**config.mk**
```make
export PLATFORM = sky130hd
export DESIGN_NAME = desc_fifo_flat
export DESIGN_NICKNAME = d
export VERILOG_FILES = /design/src/rtl/desc_fifo_if.sv /design/src/rtl/desc_fifo.sv /design/src/flat_wrapper.sv
export SDC_FILE = /design/constraint.sdc
export NUM_CORES = 1
export LEC_CHECK = 0
export ABC_AREA = 1
export BUFFER_PORTS_ARGS = -buffer_cell sky130_fd_sc_hd__buf_2
export CORE_MARGIN = 2
export CORE_UTILIZATION = 55
export DETAILED_ROUTE_END_ITERATION = 10
export PLACE_DENSITY = 0.86
export SYNTH_ARGS = -nofsm -noshare
export SYNTH_HDL_FRONTEND = slang
export SYNTH_SLANG_ARGS = --single-unit
```
**constraint.sdc**
```tcl
create_clock -name clk -period 3.3 [get_ports clk]
set_input_delay 0.66 -clock clk [delete_from_list [all_inputs] [get_ports clk]]
set_output_delay 0.66 -clock clk [all_outputs]
set_load 0.01 [all_outputs]
```
**src/rtl/desc_fifo_if.sv**
```systemverilog
// ---------------------------------------------------------------------------
// desc_fifo_if -- push/pop/status bundle for desc_fifo.
//   master : drives wr_en, last_addr_in, data_size_in, rd_en, clr_err;
//            observes head entry, status flags, level, high_water, errors.
//   slave  : the FIFO side (opposite directions).
// ---------------------------------------------------------------------------
interface desc_fifo_if #(
    parameter int ADDR_W = 8,
    parameter int SIZE_W = 8,
    parameter int DEPTH  = 16
);
    localparam int LVL_W = $clog2(DEPTH) + 1;

    logic              wr_en;
    logic [ADDR_W-1:0] last_addr_in;
    logic [SIZE_W-1:0] data_size_in;
    logic              rd_en;
    logic              clr_err;
    logic [ADDR_W-1:0] last_addr_out;
    logic [SIZE_W-1:0] data_size_out;
    logic              empty;
    logic              full;
    logic              almost_full;
    logic              almost_empty;
    logic [LVL_W-1:0]  level;
    logic [LVL_W-1:0]  high_water;
    logic              overflow;
    logic              underflow;

    modport master (
        output wr_en, last_addr_in, data_size_in, rd_en, clr_err,
        input  last_addr_out, data_size_out, empty, full, almost_full,
               almost_empty, level, high_water, overflow, underflow
    );

    modport slave (
        input  wr_en, last_addr_in, data_size_in, rd_en, clr_err,
        output last_addr_out, data_size_out, empty, full, almost_full,
               almost_empty, level, high_water, overflow, underflow
    );
endinterface

```
**src/rtl/desc_fifo.sv**
```systemverilog
// ---------------------------------------------------------------------------
// desc_fifo -- first-word-fall-through descriptor FIFO ({addr, size} entries)
// with registered level, threshold flags, peak-level tracking and sticky
// overflow/underflow.
//   clk   : clock, all state on posedge
//   rst_n : asynchronous active-low reset (pointers, level, peak, errors)
//   bus   : desc_fifo_if.slave -- push/pop requests, clr_err, head entry,
//           empty/full/almost_full/almost_empty, level, high_water,
//           overflow, underflow
// ---------------------------------------------------------------------------
module desc_fifo #(
    parameter int ADDR_W     = 8,
    parameter int SIZE_W     = 8,
    parameter int DEPTH      = 16,
    parameter int AFULL_THR  = DEPTH - 2,
    parameter int AEMPTY_THR = 2
) (
    input  logic        clk,
    input  logic        rst_n,
    desc_fifo_if.slave  bus
);
    localparam int PTR_W = $clog2(DEPTH) + 1;
    localparam int IDX_W = PTR_W - 1;

    typedef struct packed {
        logic [ADDR_W-1:0] addr;
        logic [SIZE_W-1:0] size;
    } desc_t;

    // Storage carries no reset; it is only visible while non-empty.
    desc_t mem [DEPTH];

    logic [PTR_W-1:0] wr_ptr, rd_ptr, level, high_water;
    logic [PTR_W-1:0] wr_ptr_nxt, rd_ptr_nxt, level_nxt, hw_base, hw_nxt;
    logic             overflow, underflow;
    logic             empty, full, push_ok, pop_ok;
    desc_t            head;

    // Status comes straight from the registered level.
    assign empty = (level == '0);
    assign full  = (level == PTR_W'(DEPTH));

    assign push_ok = bus.wr_en & ~full;
    assign pop_ok  = bus.rd_en & ~empty;

    // Pointers carry a wrap bit, so the modulo-2*DEPTH difference is the
    // true occupancy even when both sit on the same storage index.
    assign wr_ptr_nxt = wr_ptr + PTR_W'(push_ok);
    assign rd_ptr_nxt = rd_ptr + PTR_W'(pop_ok);
    assign level_nxt  = wr_ptr_nxt - rd_ptr_nxt;

    // clr_err re-bases the peak at the present level; a higher next level
    // still wins so a simultaneous rise is not lost.
    assign hw_base = bus.clr_err ? level : high_water;
    assign hw_nxt  = (level_nxt > hw_base) ? level_nxt : hw_base;

    always_ff @(posedge clk or negedge rst_n) begin
        if (!rst_n) begin
            wr_ptr     <= '0;
            rd_ptr     <= '0;
            level      <= '0;
            high_water <= '0;
            overflow   <= 1'b0;
            underflow  <= 1'b0;
        end else begin
            wr_ptr     <= wr_ptr_nxt;
            rd_ptr     <= rd_ptr_nxt;
            level      <= level_nxt;
            high_water <= hw_nxt;
            // Set terms take priority over clr_err.
            overflow   <= (bus.wr_en & full)  | (overflow  & ~bus.clr_err);
            underflow  <= (bus.rd_en & empty) | (underflow & ~bus.clr_err);
        end
    end

    always_ff @(posedge clk) begin
        if (push_ok && rst_n)
            mem[wr_ptr[IDX_W-1:0]] <= '{addr: bus.last_addr_in, size: bus.data_size_in};
    end

    // Zero-latency head; stale storage is masked while empty.
    assign head              = mem[rd_ptr[IDX_W-1:0]];
    assign bus.last_addr_out = empty ? '0 : head.addr;
    assign bus.data_size_out = empty ? '0 : head.size;

    assign bus.empty        = empty;
    assign bus.full         = full;
    assign bus.almost_full  = (level >= PTR_W'(AFULL_THR));
    assign bus.almost_empty = (level <= PTR_W'(AEMPTY_THR));
    assign bus.level        = level;
    assign bus.high_water   = high_water;
    assign bus.overflow     = overflow;
    assign bus.underflow    = underflow;
endmodule

```
**src/flat_wrapper.sv**
```systemverilog
// flat-port wrapper written by rule: the top's interface ports become plain ports
module desc_fifo_flat 
#(
    parameter int ADDR_W     = 8,
    parameter int SIZE_W     = 8,
    parameter int DEPTH      = 16,
    parameter int AFULL_THR  = DEPTH - 2,
    parameter int AEMPTY_THR = 2
)
  (clk, rst_n, bus_wr_en, bus_last_addr_in, bus_data_size_in, bus_rd_en, bus_clr_err, bus_last_addr_out, bus_data_size_out, bus_empty, bus_full, bus_almost_full, bus_almost_empty, bus_level, bus_high_water, bus_overflow, bus_underflow);
  desc_fifo_if #(.ADDR_W(ADDR_W), .SIZE_W(SIZE_W), .DEPTH(DEPTH)) bus_i ();
  input  logic clk;
  input  logic rst_n;
  input wire logic [$bits(bus_i.wr_en)-1:0] bus_wr_en;
  input wire logic [$bits(bus_i.last_addr_in)-1:0] bus_last_addr_in;
  input wire logic [$bits(bus_i.data_size_in)-1:0] bus_data_size_in;
  input wire logic [$bits(bus_i.rd_en)-1:0] bus_rd_en;
  input wire logic [$bits(bus_i.clr_err)-1:0] bus_clr_err;
  output wire logic [$bits(bus_i.last_addr_out)-1:0] bus_last_addr_out;
  output wire logic [$bits(bus_i.data_size_out)-1:0] bus_data_size_out;
  output wire logic [$bits(bus_i.empty)-1:0] bus_empty;
  output wire logic [$bits(bus_i.full)-1:0] bus_full;
  output wire logic [$bits(bus_i.almost_full)-1:0] bus_almost_full;
  output wire logic [$bits(bus_i.almost_empty)-1:0] bus_almost_empty;
  output wire logic [$bits(bus_i.level)-1:0] bus_level;
  output wire logic [$bits(bus_i.high_water)-1:0] bus_high_water;
  output wire logic [$bits(bus_i.overflow)-1:0] bus_overflow;
  output wire logic [$bits(bus_i.underflow)-1:0] bus_underflow;
  assign bus_i.wr_en = bus_wr_en;
  assign bus_i.last_addr_in = bus_last_addr_in;
  assign bus_i.data_size_in = bus_data_size_in;
  assign bus_i.rd_en = bus_rd_en;
  assign bus_i.clr_err = bus_clr_err;
  assign bus_last_addr_out = bus_i.last_addr_out;
  assign bus_data_size_out = bus_i.data_size_out;
  assign bus_empty = bus_i.empty;
  assign bus_full = bus_i.full;
  assign bus_almost_full = bus_i.almost_full;
  assign bus_almost_empty = bus_i.almost_empty;
  assign bus_level = bus_i.level;
  assign bus_high_water = bus_i.high_water;
  assign bus_overflow = bus_i.overflow;
  assign bus_underflow = bus_i.underflow;
  desc_fifo #(.ADDR_W(ADDR_W), .SIZE_W(SIZE_W), .DEPTH(DEPTH), .AFULL_THR(AFULL_THR), .AEMPTY_THR(AEMPTY_THR)) u_core (.clk(clk), .rst_n(rst_n), .bus(bus_i));
endmodule
```
==> flow_metrics.tcl, run 1 <==
set metrics [dict create \
    placedCellCount 1381 \
    vias 8324 \
    chipHeight_um 150 \
    num_io_pins 53 \
    clk_path_buf_depth 3 \
    initial_core_util 0.560 \
    synth_edf_count 256 \
    coreArea_um2 21000 \
    vdd_drop_max_v 0.000716 \
    synth_area_leader_cell "edfxtp_1" \
    ys_seq_area_frac 0.702 \
    place_hpwl_um 17000 \
    avgSynthCellArea_um2 11.2 \
    grt_pass1_wl_um 44100 \
    grt_max_degree 91 \
    cp.arrival_ns 3.85 \
    finalPower_mw 13.9 \
    ys_ff_latch 278 \
    setup_ws_ns -0.156 \
    skew_ns 0.0287 \
    fillCellCount 1420 \
    die_w_um 150 \
    rsz0062_at_grt "true" \
    yosysUniqueCellTypes 23 \
    fin_hold_ws_ns 0.145 \
    layout.cells.non_filler 1441 \
    cellLeakagePower_nw 5.40 \
    synthTopCellsByArea "edfxtp_1 65%, nand2_1 13%, dfrtp_1 4.7%, nand3_1 3.1%, a21oi_1 2.9%" \
    status "finished with violations" \
    initialDrtViolationCount 1092 \
    die_area_um2 22500 \
    start_kind "flop" \
    gp_congestion 0.801 \
    cts_made_buffers 26 \
    wl_per_cell_um 20.2 \
    dr.pass1.iters 5 \
    synth_area_um2 11700 \
    worst_skew_pair.late_latency_ns 0.54 \
    clkTransAtPathRegs_ns 0.06 \
    area_delta_synth_final_pct 17.3 \
    fin_nets 1181 \
    tightest_slew_ns 0.649 \
    relSlewSlack 0.565 \
    required_ns 3.70 \
    synth_top_area_frac 0.655 \
    ys.warnings.count 0 \
    drive_gt1_frac 0.192 \
    timing.final.max_slew_violations 0 \
    hold_buffers 0 \
    clock_sinks 278 \
    drt_wl_total_um 29100 \
    critPathKind "flop to flop" \
    antenna_found_initial 0 \
    max_freq_mhz 289 \
    synthCells 1046 \
    violations "setup timing" \
    finalHoldViolCount 0 \
    mostFrequentLayoutCells "392 x nand2_1, 256 x edfxtp_1, 70 x nand3_1" \
    maxCapViolations 0 \
    path_max_fanout 7 \
    final_common_cell "nand2_1" \
    first_global_vias 8301 \
    cts_root_buf "clkbuf_16" \
    diodes 0 \
    final_antenna_net_count 0 \
    drc_errors 0 \
    period_share 1.05 \
    setup.worst_path.end_class "flop" \
    portBuffers 52 \
    gr-total-overflow 0 \
    track_usage 0.259 \
    rows 53 \
    timing.final.crit_period_ns 3.46 \
    report.final.setup_viol 5 \
    min_path_type "input port to asynchronous set/reset pin" \
    htreeDepth 1 \
    powerDensity_nw_per_um2 1010 \
    syn_nets 1080 \
    setup_tns_ns -0.560 \
    async_reset_ff_frac 0.0791 \
    via_per_inst 5.78 \
    dpl_worst_slack_ns -0.318 \
    yosys_most_used_dff "edfxtp_1" \
    cts_tree "yes" \
]
[per-layer routing]
metal	up-vias	share of wire	global-route usage
met1	3950	0.35	0.321
li1	3745	-	-
met5	-	0	0
met4	0	0.041	0.124
met3	110	0.11	0.0479
met2	519	0.50	0.441
[critical path: stages (launching register included)]
cell and delay, ns:
dfrtp_1 0.39, nor2_2 0.15, nand3_2 0.13, nor2_4 0.15, inv_2 0.07, nand2_2 0.07
inv_2 0.05, ha_4 0.16, ha_4 0.29, inv_2 0.05, nor2_4 0.10, nor2_2 0.05
ha_2 0.15, o21bai_4 0.17, buf_4 0.14, xor2_1 0.12, inv_1 0.11, ha_4 0.29
nand2_2 0.07, nor3_4 0.17, nor2_2 0.06, nor2_4 0.18, inv_2 0.08, nand2_1 0.06
o21ai_1 0.06
[cell families (layout without fill, tap and decap cells)]
family	after synthesis	in the layout	share of synthesized area
compound gates	80	80	0.0345
xor+xnor	6	6	0.00448
fa+ha+maj	13	13	0.0139
buf+inv	92	212	0.0438
flops	278	278	0.702
simple gates	577	577	0.202
[state kept, by name, indices dropped and copies added, names as in the netlist]
signal and count:
u_core.mem 256, u_core.bus.overflow 1, u_core.bus.level 5, u_core.wr_ptr 5
u_core.bus.underflow 1, u_core.bus.high_water 5, u_core.rd_ptr 5
[per-stage QoR]
stage	util	instance area [um2]
floorplan	-	11800
global placement	0.602	12600
detailed placement	0.602	12600
CTS	0.650	13600
global route	0.657	13800
finish	0.657	13800
[layout make-up]
cell class	instances	area [um2]	area share
repair buffers	124	900	0.0653
inverters	41	160	0.0116
flip-flops and latches	278	8240	0.598
clock inverters	12	169	0.0123
well taps	275	344	0.0250
multi-input cells	676	3270	0.238
clock buffers	35	684	0.0497
[Yosys cell counts, types with 13 or more instances]
library cell,count
nor2_1,61
inv_1,37
ha_1,13
edfxtp_1,256
nand2_1,403
a21oi_1,68
nand3_1,73
dfrtp_1,22
buf_6,13
buf_2,24
nand3b_1,16
nor3_1,17
[where the power goes]
| part | total (mW) | switching (mW) | leakage [nW] | internal, mW |
|---|---|---|---|---|
| Combinational | 6.48 | 4.04 | 2.42 | 2.44 |
| Clock | 3.00 | 1.24 | 0.409 | 1.77 |
| Sequential | 4.39 | 0.204 | 2.57 | 4.19 |
[timing repair]
| action | 4_1_cts | 5_1_grt |
|---|---|---|
| gates resized for setup | 18 | 27 |
| setup endpoints to repair | 5 | 18 |
| pin swaps | 14 | 17 |
| buffers inserted | 10 | 3 |
[path summary, 6_finish.rpt]
path	startpoint	end	slack (ns)	depth (start not counted)
min in group clk	bus_wr_en	u_core.bus.overflow$_DFF_PN0_	0.40	3
worst min register to register	u_core.rd_ptr[4]$_DFF_PN0_	u_core.rd_ptr[4]$_DFF_PN0_	0.55	2
max in group asynchronous	rst_n	u_core.rd_ptr[0]$_DFF_PN0_	2.90	2
worst max-delay path	u_core.bus.level[2]$_DFF_PN0_	u_core.bus.high_water[0]$_DFF_PN0_	-0.16	24
worst min-delay path	rst_n	u_core.bus.overflow$_DFF_PN0_	0.14	2
worst max register to register	u_core.bus.level[2]$_DFF_PN0_	u_core.bus.high_water[0]$_DFF_PN0_	-0.16	24
Note: power is estimated with default switching activity, not from simulation.
==> run 2: changes to the inputs <==
Settings changed: ABC_AREA 1 to not set.
==> flow_metrics.tcl, run 2 <==
set metrics [dict create \
    initial_core_util 0.563 \
    yosys_most_used_dff "edfxtp_1" \
    gp_congestion 0.813 \
    hold_buffers 0 \
    synthTopCellsByArea "edfxtp_1 70%, mux4_2 16%, dfrtp_1 5.0%, ha_1 1.5%, nor2b_1 1.0%" \
    rr_worst_depth 16 \
    die_w_um 145 \
    drive_gt1_frac 0.439 \
    area_delta_synth_final_pct 20.9 \
    synth_common_cells "256 x edfxtp_1, 80 x mux4_2, 22 x dfrtp_1" \
    clkTransAtPathRegs_ns 0.06 \
    crit_family "simple AND/OR/NAND/NOR gates" \
    status "finished with violations" \
    grt_max_degree 65 \
    synth_area_leader_cell "edfxtp_1" \
    p_int_mw 9.74 \
    crit_buf_inv 1 \
    layout.cells.non_filler 905 \
    timing.final.crit_period_ns 3.94 \
    rsz0062_at_grt "true" \
    min_path_type "input port to asynchronous set/reset pin" \
    tightest_slew_ns 1.04 \
    final_antenna_net_count 0 \
    htreeDepth 1 \
    chipHeight_um 145 \
    synth_top_area_frac 0.700 \
    skew_ns 0.0197 \
    rr_startpoint "u_core.bus.level[2]$_DFF_PN0_" \
    grt_pass1_wl_um 39400 \
    slowest_delay_ns 0.41 \
    vdd_drop_max_v 0.000804 \
    swShare 0.315 \
    worst_skew_pair.late_latency_ns 0.53 \
    cts_tree "yes" \
    cts_root_buf "clkbuf_16" \
    seqPwrFrac 0.309 \
    cellLeakagePower_nw 4.58 \
    critPathKind "flop to flop" \
    rows 51 \
    finalHoldViolCount 0 \
    synthCells 493 \
    largest_register_ffs 256 \
    cts_made_buffers 27 \
    vias 5755 \
    maxCapViolations 0 \
    period_share 1.19 \
    drt_wl_total_um 26800 \
    antenna_found_initial 1 \
    first_global_vias 6070 \
    synth_edf_count 256 \
    ys_ff_latch 278 \
    synth.most_common_cell "edfxtp_1" \
    die_area_um2 21100 \
    avgSynthCellArea_um2 22.3 \
    clock_sinks 278 \
    dr.pass1.iters 6 \
    setup.worst_path.end_class "flop" \
    async_reset_ff_frac 0.0791 \
    portBuffers 52 \
    fillCellCount 1181 \
    required_ns 3.72 \
    num_io_pins 53 \
    mostFrequentLayoutCells "256 x edfxtp_1, 80 x mux4_2, 51 x buf_4" \
    report.final.setup_viol 16 \
    pwr-share-comb 0.475 \
    via_per_inst 6.36 \
    start_kind "flop" \
    reg2reg_slack_ns -0.64 \
    gr-total-overflow 0 \
    initialDrtViolationCount 686 \
    drc_errors 0 \
    fin_nets 654 \
    worst_path_max_delay_cell "or3b_4" \
    cp.arrival_ns 4.36 \
    relSlewSlack 0.302 \
    placedCellCount 836 \
    powerDensity_nw_per_um2 1070 \
    synth_area_um2 11000 \
    pwr-share-clk 0.216 \
    wl_per_cell_um 29.6 \
    ys.warnings.count 0 \
    track_usage 0.257 \
    violations "setup timing" \
    power.switching_mw 4.47 \
    place_hpwl_um 13600 \
    ys_seq_area_frac 0.750 \
    yosysUniqueCellTypes 33 \
    cp_common_cell "ha_4" \
    clk_path_buf_depth 3 \
    path_cells "or3_4 -> or3b_4 -> and2_4 -> ha_4 -> ha_4 -> xor2_4 -> ha_4 -> a21o_1 -> xnor2_2 -> inv_2 -> ha_4 -> and3_4 -> o21ai_2 -> and3_4 -> a31oi_4 -> mux2_4" \
    fin_hold_ws_ns 0.149 \
    max_freq_mhz 254 \
    timing.final.max_slew_violations 0 \
    final_common_cell "edfxtp_1" \
    syn_nets 527 \
    coreArea_um2 19500 \
    diodes 0 \
    reg2reg_to "u_core.bus.high_water[0]$_DFF_PN0_" \
    setup_ws_ns -0.640 \
    path_max_fanout 3 \
]
run 2: changes by cell type after synthesis, moves of 11 or more:
cell | before | now
nor2_1 | 61 | 12
nand3b_1 | 16 | 2
a21oi_1 | 68 | 3
nand2_1 | 403 | 2
nand3_1 | 73 | 6
mux4_2 | 0 | 80
nor2b_1 | 0 | 18
nor3_1 | 17 | 4
buf_4 | 11 | 0
buf_2 | 24 | 4
inv_1 | 37 | 12
run 2: how the worst max path moves through the flow:
stage          depth (start not counted)  slack [ns]                           from                                  to
3_3_place_gp                          17       -0.57  u_core.bus.level[0]$_DFF_PN0_  u_core.bus.high_water[0]$_DFF_PN0_
5_1_grt                               17       -0.74  u_core.bus.level[2]$_DFF_PN0_  u_core.bus.high_water[3]$_DFF_PN0_
2_1_floorplan                         19       -0.70  u_core.bus.level[0]$_DFF_PN0_  u_core.bus.high_water[0]$_DFF_PN0_
4_1_cts                               18       -0.54  u_core.bus.level[2]$_DFF_PN0_  u_core.bus.high_water[1]$_DFF_PN0_
3_5_place_dp                          17       -0.77  u_core.bus.level[0]$_DFF_PN0_  u_core.bus.high_water[1]$_DFF_PN0_
6_report                              16       -0.64  u_core.bus.level[2]$_DFF_PN0_  u_core.bus.high_water[0]$_DFF_PN0_
run 2: final cells by class:
cell class | instances | area (um2) | area share
flip-flops and latches | 278 | 8240 | 0.621
multi-input cells | 181 | 2830 | 0.213
repair buffers | 120 | 965 | 0.0727
clock buffers | 37 | 713 | 0.0537
well taps | 265 | 332 | 0.0250
clock inverters | 12 | 155 | 0.0117
inverters | 12 | 45.0 | 0.00339
run 2: worst register-to-register path, stage by stage (launching register included):
cell	delay (ns)
dfrtp_1	0.38
or3_4	0.39
or3b_4	0.41
and2_4	0.16
ha_4	0.17
ha_4	0.18
xor2_4	0.19
ha_4	0.26
a21o_1	0.21
xnor2_2	0.25
inv_2	0.09
ha_4	0.28
and3_4	0.19
o21ai_2	0.05
and3_4	0.15
a31oi_4	0.17
mux2_4	0.31
run 2: timing repair:
action / in CTS / in global routing
gates resized for setup: 36 / 38
cloned: 7 / 0
setup buffers: 8 / 13
endpoints found under the setup margin: 21 / 18
pin swaps: 13 / 9
run 2: logic make-up after synthesis:
kind of cell / count (synthesis) / synth area share
compound gates: 11 / 0.00729
buf+inv: 34 / 0.0169
xor+xnor: 12 / 0.00957
fa+ha+maj: 14 / 0.0157
mux: 90 / 0.173
flops: 278 / 0.750
simple gates: 54 / 0.0274
run 2: power groups by stage:
| stage | sequential (mW) | clock [mW] | combinational (mW) |
|---|---|---|---|
| 3_5_place_dp | 4.44 | 0 | 5.36 |
| 2_1_floorplan | 4.42 | 0 | 3.52 |
| 4_1_cts | 4.38 | 3.07 | 6.39 |
| 6_report | 4.40 | 3.06 | 6.75 |
| 5_1_grt | 4.42 | 3.21 | 7.12 |
| 3_3_place_gp | 4.41 | 0 | 5.08 |
run 2: layer usage:
layer / routed length (um) / up-vias / track usage / part of all wire
li1: - / 2286 / - / -
met5: 12 / - / 0 / 0.00045
met3: 2450 / 74 / 0.0561 / 0.091
met2: 13900 / 375 / 0.434 / 0.52
met4: 935 / 2 / 0.102 / 0.035
met1: 9530 / 3018 / 0.332 / 0.36
run 2: per-stage QoR:
stage	setup TNS, ns	util	cell area [um2]	setup WS, ns	total power, mW
after floorplan	-2.85	-	11100	-0.702	7.94
after global placement	-2.77	0.612	11900	-0.570	9.49
after detailed placement	-3.77	0.612	11900	-0.772	9.80
after CTS	-3.12	0.677	13200	-0.539	13.8
after global routing	-4.75	0.680	13300	-0.739	14.7
final	-3.47	0.680	13300	-0.640	14.2
